## src/rtl/display_pkg.sv

```systemverilog
// Shared types and constants for the registered score display.
package display_pkg;

   localparam logic [3:0] BLANK_CODE = 4'd10;

   typedef enum logic [1:0] {
      IDLE,
      SHIFT,
      DONE
   } conv_state_t;

   function automatic logic [31:0] pow10(input int n);
      logic [31:0] r;
      r = 32'd1;
      for (int i = 0; i < n; i++) r = r * 32'd10;
      return r;
   endfunction

endpackage

```

## src/rtl/bcd_seq_conv.sv

```systemverilog
// Iterative double-dabble converter: one input bit per clock, saturating to all 9s
// when the captured value does not fit in DIGITS decimal digits.
//
// state | meaning
// IDLE  | waiting for a load; outputs hold the last result
// SHIFT | WIDTH add-3/shift steps on {scratch, bin}
// DONE  | latch bcd/overflow, pulse valid for one cycle
module bcd_seq_conv
   import display_pkg::*;
#(
   parameter int WIDTH  = 14,
   parameter int DIGITS = 4
) (
   input  logic                  i_clk,
   input  logic                  i_rst,
   input  logic                  i_load,
   input  logic [WIDTH-1:0]      i_bin,
   output logic                  o_busy,
   output logic                  o_valid,
   output logic                  o_overflow,
   output logic [4*DIGITS-1:0]   o_bcd
);

   localparam int          CW    = $clog2(WIDTH);
   localparam logic [31:0] LIMIT = pow10(DIGITS);

   conv_state_t           r_state;
   logic [WIDTH-1:0]      r_bin;
   logic [4*DIGITS-1:0]   r_scr;
   logic [CW-1:0]         r_cnt;
   logic                  r_ovf_cap;

   logic [4*DIGITS-1:0]   w_adj;
   logic                  w_ovf;

   always_comb begin
      w_adj = '0;
      for (int i = 0; i < DIGITS; i++) begin
         if (r_scr[4*i +: 4] >= 4'd5) w_adj[4*i +: 4] = r_scr[4*i +: 4] + 4'd3;
         else                         w_adj[4*i +: 4] = r_scr[4*i +: 4];
      end
   end

   assign w_ovf = (32'(i_bin) >= LIMIT);

   // o_busy reflects the state seen at the previous edge, so it stays high through the
   // valid cycle and also masks a load arriving in that cycle.
   always_ff @(posedge i_clk or posedge i_rst) begin
      if (i_rst) begin
         r_state    <= IDLE;
         r_bin      <= '0;
         r_scr      <= '0;
         r_cnt      <= '0;
         r_ovf_cap  <= 1'b0;
         o_busy     <= 1'b0;
         o_valid    <= 1'b0;
         o_overflow <= 1'b0;
         o_bcd      <= '0;
      end else begin
         o_valid <= 1'b0;
         o_busy  <= (r_state != IDLE);
         case (r_state)
            IDLE: begin
               if (i_load && !o_busy) begin
                  r_bin     <= i_bin;
                  r_scr     <= '0;
                  r_ovf_cap <= w_ovf;
                  r_cnt     <= CW'(WIDTH - 1);
                  r_state   <= SHIFT;
               end
            end
            SHIFT: begin
               {r_scr, r_bin} <= {w_adj, r_bin} << 1;
               r_cnt          <= r_cnt - 1'b1;
               if (r_cnt == '0) r_state <= DONE;
            end
            DONE: begin
               o_bcd      <= r_ovf_cap ? {DIGITS{4'h9}} : r_scr;
               o_overflow <= r_ovf_cap;
               o_valid    <= 1'b1;
               r_state    <= IDLE;
            end
            default: r_state <= IDLE;
         endcase
      end
   end

endmodule

```

## src/rtl/hexa7seg.sv

```systemverilog
// Digit code to active-low seven-segment pattern, bit 0 = segment a ... bit 6 = segment g.
// Codes 0-9 draw the digit; every other code (including BLANK_CODE) turns all segments off.
module hexa7seg (
   input  logic [3:0] i_code,
   output logic [6:0] o_seg
);

   always_comb begin
      o_seg = 7'b1111111;
      case (i_code)
         4'd0: o_seg = 7'b1000000;
         4'd1: o_seg = 7'b1111001;
         4'd2: o_seg = 7'b0100100;
         4'd3: o_seg = 7'b0110000;
         4'd4: o_seg = 7'b0011001;
         4'd5: o_seg = 7'b0010010;
         4'd6: o_seg = 7'b0000010;
         4'd7: o_seg = 7'b1111000;
         4'd8: o_seg = 7'b0000000;
         4'd9: o_seg = 7'b0010000;
         default: o_seg = 7'b1111111;
      endcase
   end

endmodule

```

## src/rtl/display_pontos_seq.sv

```systemverilog
// Registered score display: sequential BCD conversion, leading-zero blanking,
// global enable and a free-running blink phase driving one hexa7seg per digit.
module display_pontos_seq
   import display_pkg::*;
#(
   parameter int WIDTH     = 14,
   parameter int DIGITS    = 4,
   parameter int BLINK_DIV = 25000000
) (
   input  logic                  clk,
   input  logic                  reset,
   input  logic [WIDTH-1:0]      pontos,
   input  logic                  load,
   input  logic                  enable,
   input  logic                  blank_zeros,
   input  logic                  blink,
   output logic                  busy,
   output logic                  valid,
   output logic                  overflow,
   output logic [4*DIGITS-1:0]   bcd,
   output logic [7*DIGITS-1:0]   disp
);

   localparam int BW = $clog2(BLINK_DIV);

   logic [BW-1:0]             r_blink_cnt;
   logic                      r_phase;
   logic [DIGITS-1:0][3:0]    w_code;

   bcd_seq_conv #(
      .WIDTH  (WIDTH),
      .DIGITS (DIGITS)
   ) u_conv (
      .i_clk      (clk),
      .i_rst      (reset),
      .i_load     (load),
      .i_bin      (pontos),
      .o_busy     (busy),
      .o_valid    (valid),
      .o_overflow (overflow),
      .o_bcd      (bcd)
   );

   // Free-running, independent of blink, so re-enabling blink keeps the same cadence.
   always_ff @(posedge clk or posedge reset) begin
      if (reset) begin
         r_blink_cnt <= '0;
         r_phase     <= 1'b0;
      end else if (r_blink_cnt == BW'(BLINK_DIV - 1)) begin
         r_blink_cnt <= '0;
         r_phase     <= ~r_phase;
      end else begin
         r_blink_cnt <= r_blink_cnt + 1'b1;
      end
   end

   always_comb begin
      logic v_zero_run;
      v_zero_run = 1'b1;
      w_code     = '0;
      for (int i = DIGITS - 1; i >= 0; i--) begin
         v_zero_run = v_zero_run && (bcd[4*i +: 4] == 4'd0);
         if (!enable || (blink && r_phase))        w_code[i] = BLANK_CODE;
         else if (blank_zeros && i > 0 && v_zero_run) w_code[i] = BLANK_CODE;
         else                                      w_code[i] = bcd[4*i +: 4];
      end
   end

   for (genvar g = 0; g < DIGITS; g++) begin : g_seg
      hexa7seg u_seg (
         .i_code (w_code[g]),
         .o_seg  (disp[7*g +: 7])
      );
   end

endmodule

```

## config.mk

```make
export PLATFORM = sky130hd
export DESIGN_NAME = display_pontos_seq
export DESIGN_NICKNAME = d
export VERILOG_FILES = /design/src/rtl/display_pkg.sv /design/src/rtl/bcd_seq_conv.sv /design/src/rtl/hexa7seg.sv /design/src/rtl/display_pontos_seq.sv
export SDC_FILE = /design/constraint.sdc
export NUM_CORES = 1
export LEC_CHECK = 0
export ABC_AREA = 1
export CAP_MARGIN = 30
export CORE_UTILIZATION = 51
export CTS_CLUSTER_SIZE = 8
export DETAILED_ROUTE_END_ITERATION = 7
export GPL_TIMING_DRIVEN = 0
export MAX_ROUTING_LAYER = met4
export PLACE_DENSITY = 0.76
export SETUP_SLACK_MARGIN = 0.05
export SLEW_MARGIN = 20
export SYNTH_ARGS = -nofsm -noshare
export SYNTH_HDL_FRONTEND = slang
export SYNTH_SLANG_ARGS = --single-unit
```

## constraint.sdc

```tcl
create_clock -name clk -period 2.6 [get_ports clk]
set_clock_uncertainty 0.1 [all_clocks]
set_input_delay 0.39 -clock clk [delete_from_list [all_inputs] [get_ports clk]]
set_output_delay 0.39 -clock clk [all_outputs]
set_load 0.02 [all_outputs]
```

== Word-level counts from Yosys, hierarchy flattened ==
Memory sizes are Yosys's and may differ from the RTL's.
Cells that the tools add are included.
Cells by class
  reductions and logical operators: 20
  bitwise logic cells: 1
  equality and inequality tests: 5
  add/sub/neg operators: 6
  magnitude comparators: 5
  muxes and demuxes: 23
Operators by type and width (number)
  $mux W4: 11
  $mux W16: 2
  $pmux W16 S2: 1
  $pmux W14 S2: 1
  $add A25 B1 Y25 const B: 1
  $eq A25 B25 Y1 const B: 1
  $mux W25: 1
  $ge A4 B3 Y1 const B: 4
  $logic_not A4 Y1: 4
  $ge A14 B14 Y1 const B: 1
  $mux W14: 1
  $add A4 B2 Y4 const B: 3
  $pmux W4 S2: 1
  $logic_and A1 B1 Y1: 7
  $reduce_and A2 Y1: 3
  $mux W2: 2
  $ne A2 B1 Y1 const B: 2
  $pmux W2 S2: 1
  $reduce_bool A2 Y1: 2
  $sub A4 B1 Y4 const B: 1
  $add A3 B2 Y3 const B: 1
  $mux W3: 1
  $eq A2 B1 Y1 const B: 1
  $eq A2 B2 Y1 const B: 1
  other kinds (5): 6
Storage, ports and cells
  bits of input ports: 20
  output and inout port bits: 47
  ROM bits: 448
  memories kept: 4
  register bits: 82
Memory list
  (name not given): depth 16, bits a word 7, rd ports 1, clocked after memory_dff 0, wr ports 0, line hexa7seg.sv:10  | case (i_code)
  (name not given): depth 16, bits a word 7, rd ports 1, clocked after memory_dff 0, wr ports 0, line hexa7seg.sv:10
  (name not given): depth 16, bits a word 7, rd ports 1, clocked after memory_dff 0, wr ports 0, line hexa7seg.sv:10
  (name not given): depth 16, bits a word 7, rd ports 1, clocked after memory_dff 0, wr ports 0, line hexa7seg.sv:10

== Longest topological paths before layout ==
An unclocked memory read counts as a cell.
  depth in word-level cells: 7
  depth in mapped cells: 13
  depth with buffers taken out: 13

== Cells and area by module ==
Synthesis repeated with hierarchy kept, for this count alone.
Unflattened totals
  cells, all modules: 750
  area total of the unflattened synthesis: 5345.1 um^2
Modules (own cells, without submodules)
  bcd_seq_conv: seq. area each 1401.3 um^2, instances 1, area each 2811.4 um^2, cells an instance 347
  display_pontos_seq: seq. area each 650.6 um^2, instances 1, area each 1783.0 um^2, cells an instance 263
  hexa7seg: seq. area each 0.0 um^2, instances 4, area each 187.7 um^2, cells an instance 35

== Worst setup path after synthesis ==
Ideal clock, no wire load.
  kind: reg-to-output
  start point: register u_conv.o_bcd[13]
  end point: output disp[15]
  arrival: 1.935 ns
  slack: 0.175 ns
  stages on the path, launching flop included: 10
  cell sequence: dfrtp_1 > nor2_1 > nand3_1 > nand2_2 > nand2_1 > inv_1 > nor2_1 > inv_1 > ha_1 > o21ai_0
On the way
  word-level cells in the longest chain between the ends: 6
Ends and longest elaborated chain
  start, declared: line bcd_seq_conv.sv:21  | output logic [4*DIGITS-1:0] o_bcd
  start signal, assigned: line bcd_seq_conv.sv:78  | o_bcd <= r_ovf_cap ? {DIGITS{4'h9}} : r_scr;
  $logic_not A4 Y1: line display_pontos_seq.sv:62  | v_zero_run = v_zero_run && (bcd[4*i +: 4] == 4'd0);
  $logic_and A1 B1 Y1: line display_pontos_seq.sv:62
  $logic_and A1 B1 Y1: line display_pontos_seq.sv:64  | else if (blank_zeros && i > 0 && v_zero_run) w_code[i] = BLANK_CODE;
  $mux W4: line display_pontos_seq.sv:64
  $mux W4: line display_pontos_seq.sv:63  | if (!enable || (blink && r_phase)) w_code[i] = BLANK_CODE;
  $mem_v2 Z16 W7
  end, declared: line display_pontos_seq.sv:21  | output logic [7*DIGITS-1:0] disp
Every way passes these cells.

== Worst setup path in the final report ==
  start point: register r_phase
  end point: output disp[26]
On the way
  word-level cells in the longest chain between the ends: 4
Ends and longest elaborated chain
  start, declared: line display_pontos_seq.sv:27  | logic r_phase;
  start signal, assigned: line display_pontos_seq.sv:51  | r_phase <= ~r_phase;
  $logic_and A1 B1 Y1: line display_pontos_seq.sv:63
  $logic_or A1 B1 Y1: line display_pontos_seq.sv:63
  $mux W4: line display_pontos_seq.sv:63
  $mem_v2 Z16 W7
Every way passes these cells.

==> flow_summary_export.csv <==
group,metric,value,unit
status,status,"finished, violations left",
status,violations,"setup timing",
critical_path,slowest_stage,"dfrtp_1",
global_route,grt_max_degree,34,
die,die_x,102.0,µm
power_and_ir_drop,power_density,1053,nW/µm²
placement,place_area,5966,µm²
logic_synthesis,syn_nets,715,
clock_tree,cts_buffer_depth,2,
die,num_io_pins,67,
route,drt_pass1_iterations,5,
timing,final.period_utilization,102.1,%
critical_path,timing.rr.end,"u_conv.r_scr[1]",
timing,fmax,0.3767,GHz
critical_path,arrival,2160,ps
placement,gp_congestion,0.8861,
die,die_h,102.0,µm
die,rows,36,
global_route,grt.busiest_layer,"met2",
final_layout,layout_commonest_cell,"nand2_1",
timing,worst_pin_slew,467.9,ps
timing,fin_ws,-54.53,ps
die,start_util,52.37,%
critical_path,slowest_delay,420,ps
clock_tree,cts_sinks,82,
global_route,antenna_found_initial,0,
run,drv_cap,0,
power_and_ir_drop,power.total,0.007032,W
route,wl_per_cell,14.43,µm
final_layout,syn_to_final_growth,31.02,%
power_and_ir_drop,static-leakage-power,3.214,nW
route,drc_errors,0,
clock_tree,numCtsBuffers,9,
timing,slew_headroom,68.47,%
final_layout,post-route-cell-area,6675,µm²
logic_synthesis,yosysTopAreaCellShare,40.28,%
clock_tree,cts_tree,"built",
final_layout,multi_input_area,2898,µm²
placement,place_hpwl,8.685,mm
clock_tree,clock_latency,360,ps
critical_path,startpoint_type,"flip-flop",
logic_synthesis,synth_cell_type_count,44,
timing,hold_viol,0,
timing,setup_viol,7,
critical_path,cp.required,2110,ps
critical_path,worstSetupEndpointType,"output pin",
power_and_ir_drop,net-switching-power,0.003200,W
critical_path,critical_path_depth,13,
route,drt_iter0_drc,283,
die,core,9729,µm²
global_route,overflow,0,
power_and_ir_drop,seqPwrFrac,28.9,%
logic_synthesis,synthCells,665,
logic_synthesis,synth_seq_cells,82,
route,final_antenna_net_count,0,
critical_path,worst-path-buf-inv,4,
logic_synthesis,yosys-top-cells-area,"dfrtp_1 (40%), nand2_1 (11%), ha_1 (7.4%)",
critical_path,critical_path.reg2reg.startpoint,"u_conv.r_scr[0]",
clock_tree,cts_max_level,3,
die,dieArea,10390,µm²
timing,drv_slew,0,
global_route,grt_pass1_vias,4359,
global_route,grt_use_met1,32.70,%
final_layout,fill_cells,820,
final_layout,drive_gt1_share,22.97,%
final_layout,utilization,68.61,%
placement,port_buffers,66,
power_and_ir_drop,switching_share,45.51,%
final_layout,regArea,2053,µm²
route,vias_per_cell,5.293,
final_layout,mostFrequentLayoutCells,"nand2_1 (146), dfrtp_1 (81), inv_1 (79)",
timing,min_period,2655,ps
final_layout,n_antenna_cell,0,
critical_path,worstSetupStartpoint,"r_phase",
clock_tree,clk_pin_slew_worst_paths,90,ps
critical_path,crit_chain,"nand2_4, nand2_8, clkinv_8, nand2_8, buf_12, nor2_4, inv_2, ha_1, nand2_2, o21ai_2, nand2_1, nand2_1, buf_2",
logic_synthesis,ys_warn_count,0,
critical_path,cp_max_fo,5,
global_route,use_met2,39.55,%
global_route,gr-usage-all-layers,25.23,%
critical_path,r2r_slack,900,ps
logic_synthesis,synth_area,5095,µm²
global_route,grt_pass1_wl,19.91,mm
clock_tree,cts_root_buffer,"clkbuf_8",
critical_path,cp_top_family,"simple AND/OR/NAND/NOR gates",
power_and_ir_drop,ir_drop,0.0005056,V
route,vias,4806,
critical_path,critPathKind,"reg -> out",
route,finalWirelength,13.10,mm
timing,rsz0062_at_grt,"yes",
global_route,grt_use_met3,4.788,%
power_and_ir_drop,combinationalPowerShare,57.4,%
logic_synthesis,yosys.area.top_type,"dfrtp_1",
logic_synthesis,synth-seq-area-share,40.28,%
power_and_ir_drop,power_frac_clock,13.7,%
critical_path,reg2reg_depth,6,
logic_synthesis,syn_area_per_cell,7.661,µm²
power_and_ir_drop,power.internal,0.003832,W
final_layout,fin_nets,821,
min_path,hold_path.class,"in -> async",
worst max-delay path by stage:
stage / endpoint / slack [ps]
global route: disp[12] / -140
detailed placement: disp[18] / -770
global placement: disp[17] / -710
CTS: disp[17] / -2
finish: disp[26] / -50
floorplan: disp[15] / 170
Yosys cell counts (all sizes together):
library cell,instances
o211ai,10
a31oi,1
dfrtp,82
ha,30
a22oi,7
o21bai,1
a211oi,1
xor2,9
o21ai,59
nor4,1
xnor2,3
nand3b,1
a21oi,17
nand4,9
inv,104
nor3,13
o21a,1
nand3,30
nor2,92
buf,8
o22ai,13
and3,1
o31ai,1
clkbuf,1
nand2,168
or2,2
per-layer routing:
metal | share of wire (%) | vias up
met2 | 49 | 146
met4 | 2.1 | 0
met3 | 5.0 | 24
met1 | 44 | 2288
li1 | - | 2348
met5 | 0 | -
area by class of cell:
class	count	area share, %
Multi-Input combinational cell	471	43.41
Sequential cell	82	30.76
Timing Repair Buffer	94	13.05
Inverter	104	6.167
Clock buffer	13	2.530
Tap cell	133	2.493
Buffer	9	1.068
Clock inverter	2	0.5248
power groups by stage:
stage	clock network [W]	logic [W]	registers, W
final	0.000963	0.00403	0.00204
after global routing	0.00103	0.00444	0.00208
after CTS	0.000979	0.00366	0.00202
after detailed placement	0	0.00359	0.00204
after global placement	0	0.00346	0.00201
after floorplan	0	0.00221	0.00212
logic make-up (layout without fill, tap and decap cells):
logic type      after synthesis  count (layout)  synth area share [%]
simple gates                317             318                 28.34
buf+inv                     113             222                 8.914
compound gates              111             111                 12.89
flops                        82              82                 40.28
fa+ha+maj                    30              30                 7.367
xor+xnor                     12              12                 2.210
what timing repair did:
item,4_1_cts,5_1_grt
endpoints found under the setup margin,28,27
pin swaps,18,27
hold buffers,0,0
buffers inserted,14,12
gates resized for setup,159,81
cloned,1,0
worst register-to-register path, stage by stage, from the launching register on:
cell	delay, ps
dfrtp_1	410
inv_1	110
ha_1	230
o21ai_0	400
a21oi_1	120
o21ai_0	90
o21ai_0	110
sequential cells by signal, indices dropped and copies added, names as in the netlist, 2 cells and up:
signal,count
u_conv.r_scr,16
r_blink_cnt,25
u_conv.r_state,2
u_conv.o_bcd,16
u_conv.r_bin,14
u_conv.r_cnt,4
metrics by stage:
step / std cells / setup TNS (ps) / setup slack [ps] / hold slack, ps
floorplan: 665 / 0 / 174.7 / 342.5
global placement: 864 / -14210 / -710.4 / 363.4
detailed placement: 866 / -15100 / -765.4 / 369.6
CTS: 896 / -2.335 / -2.335 / 288.4
global route: 908 / -1280 / -136.8 / 321.8
finish: 908 / -172.1 / -54.53 / 281.9
Note: power is estimated with default switching activity, not from simulation.
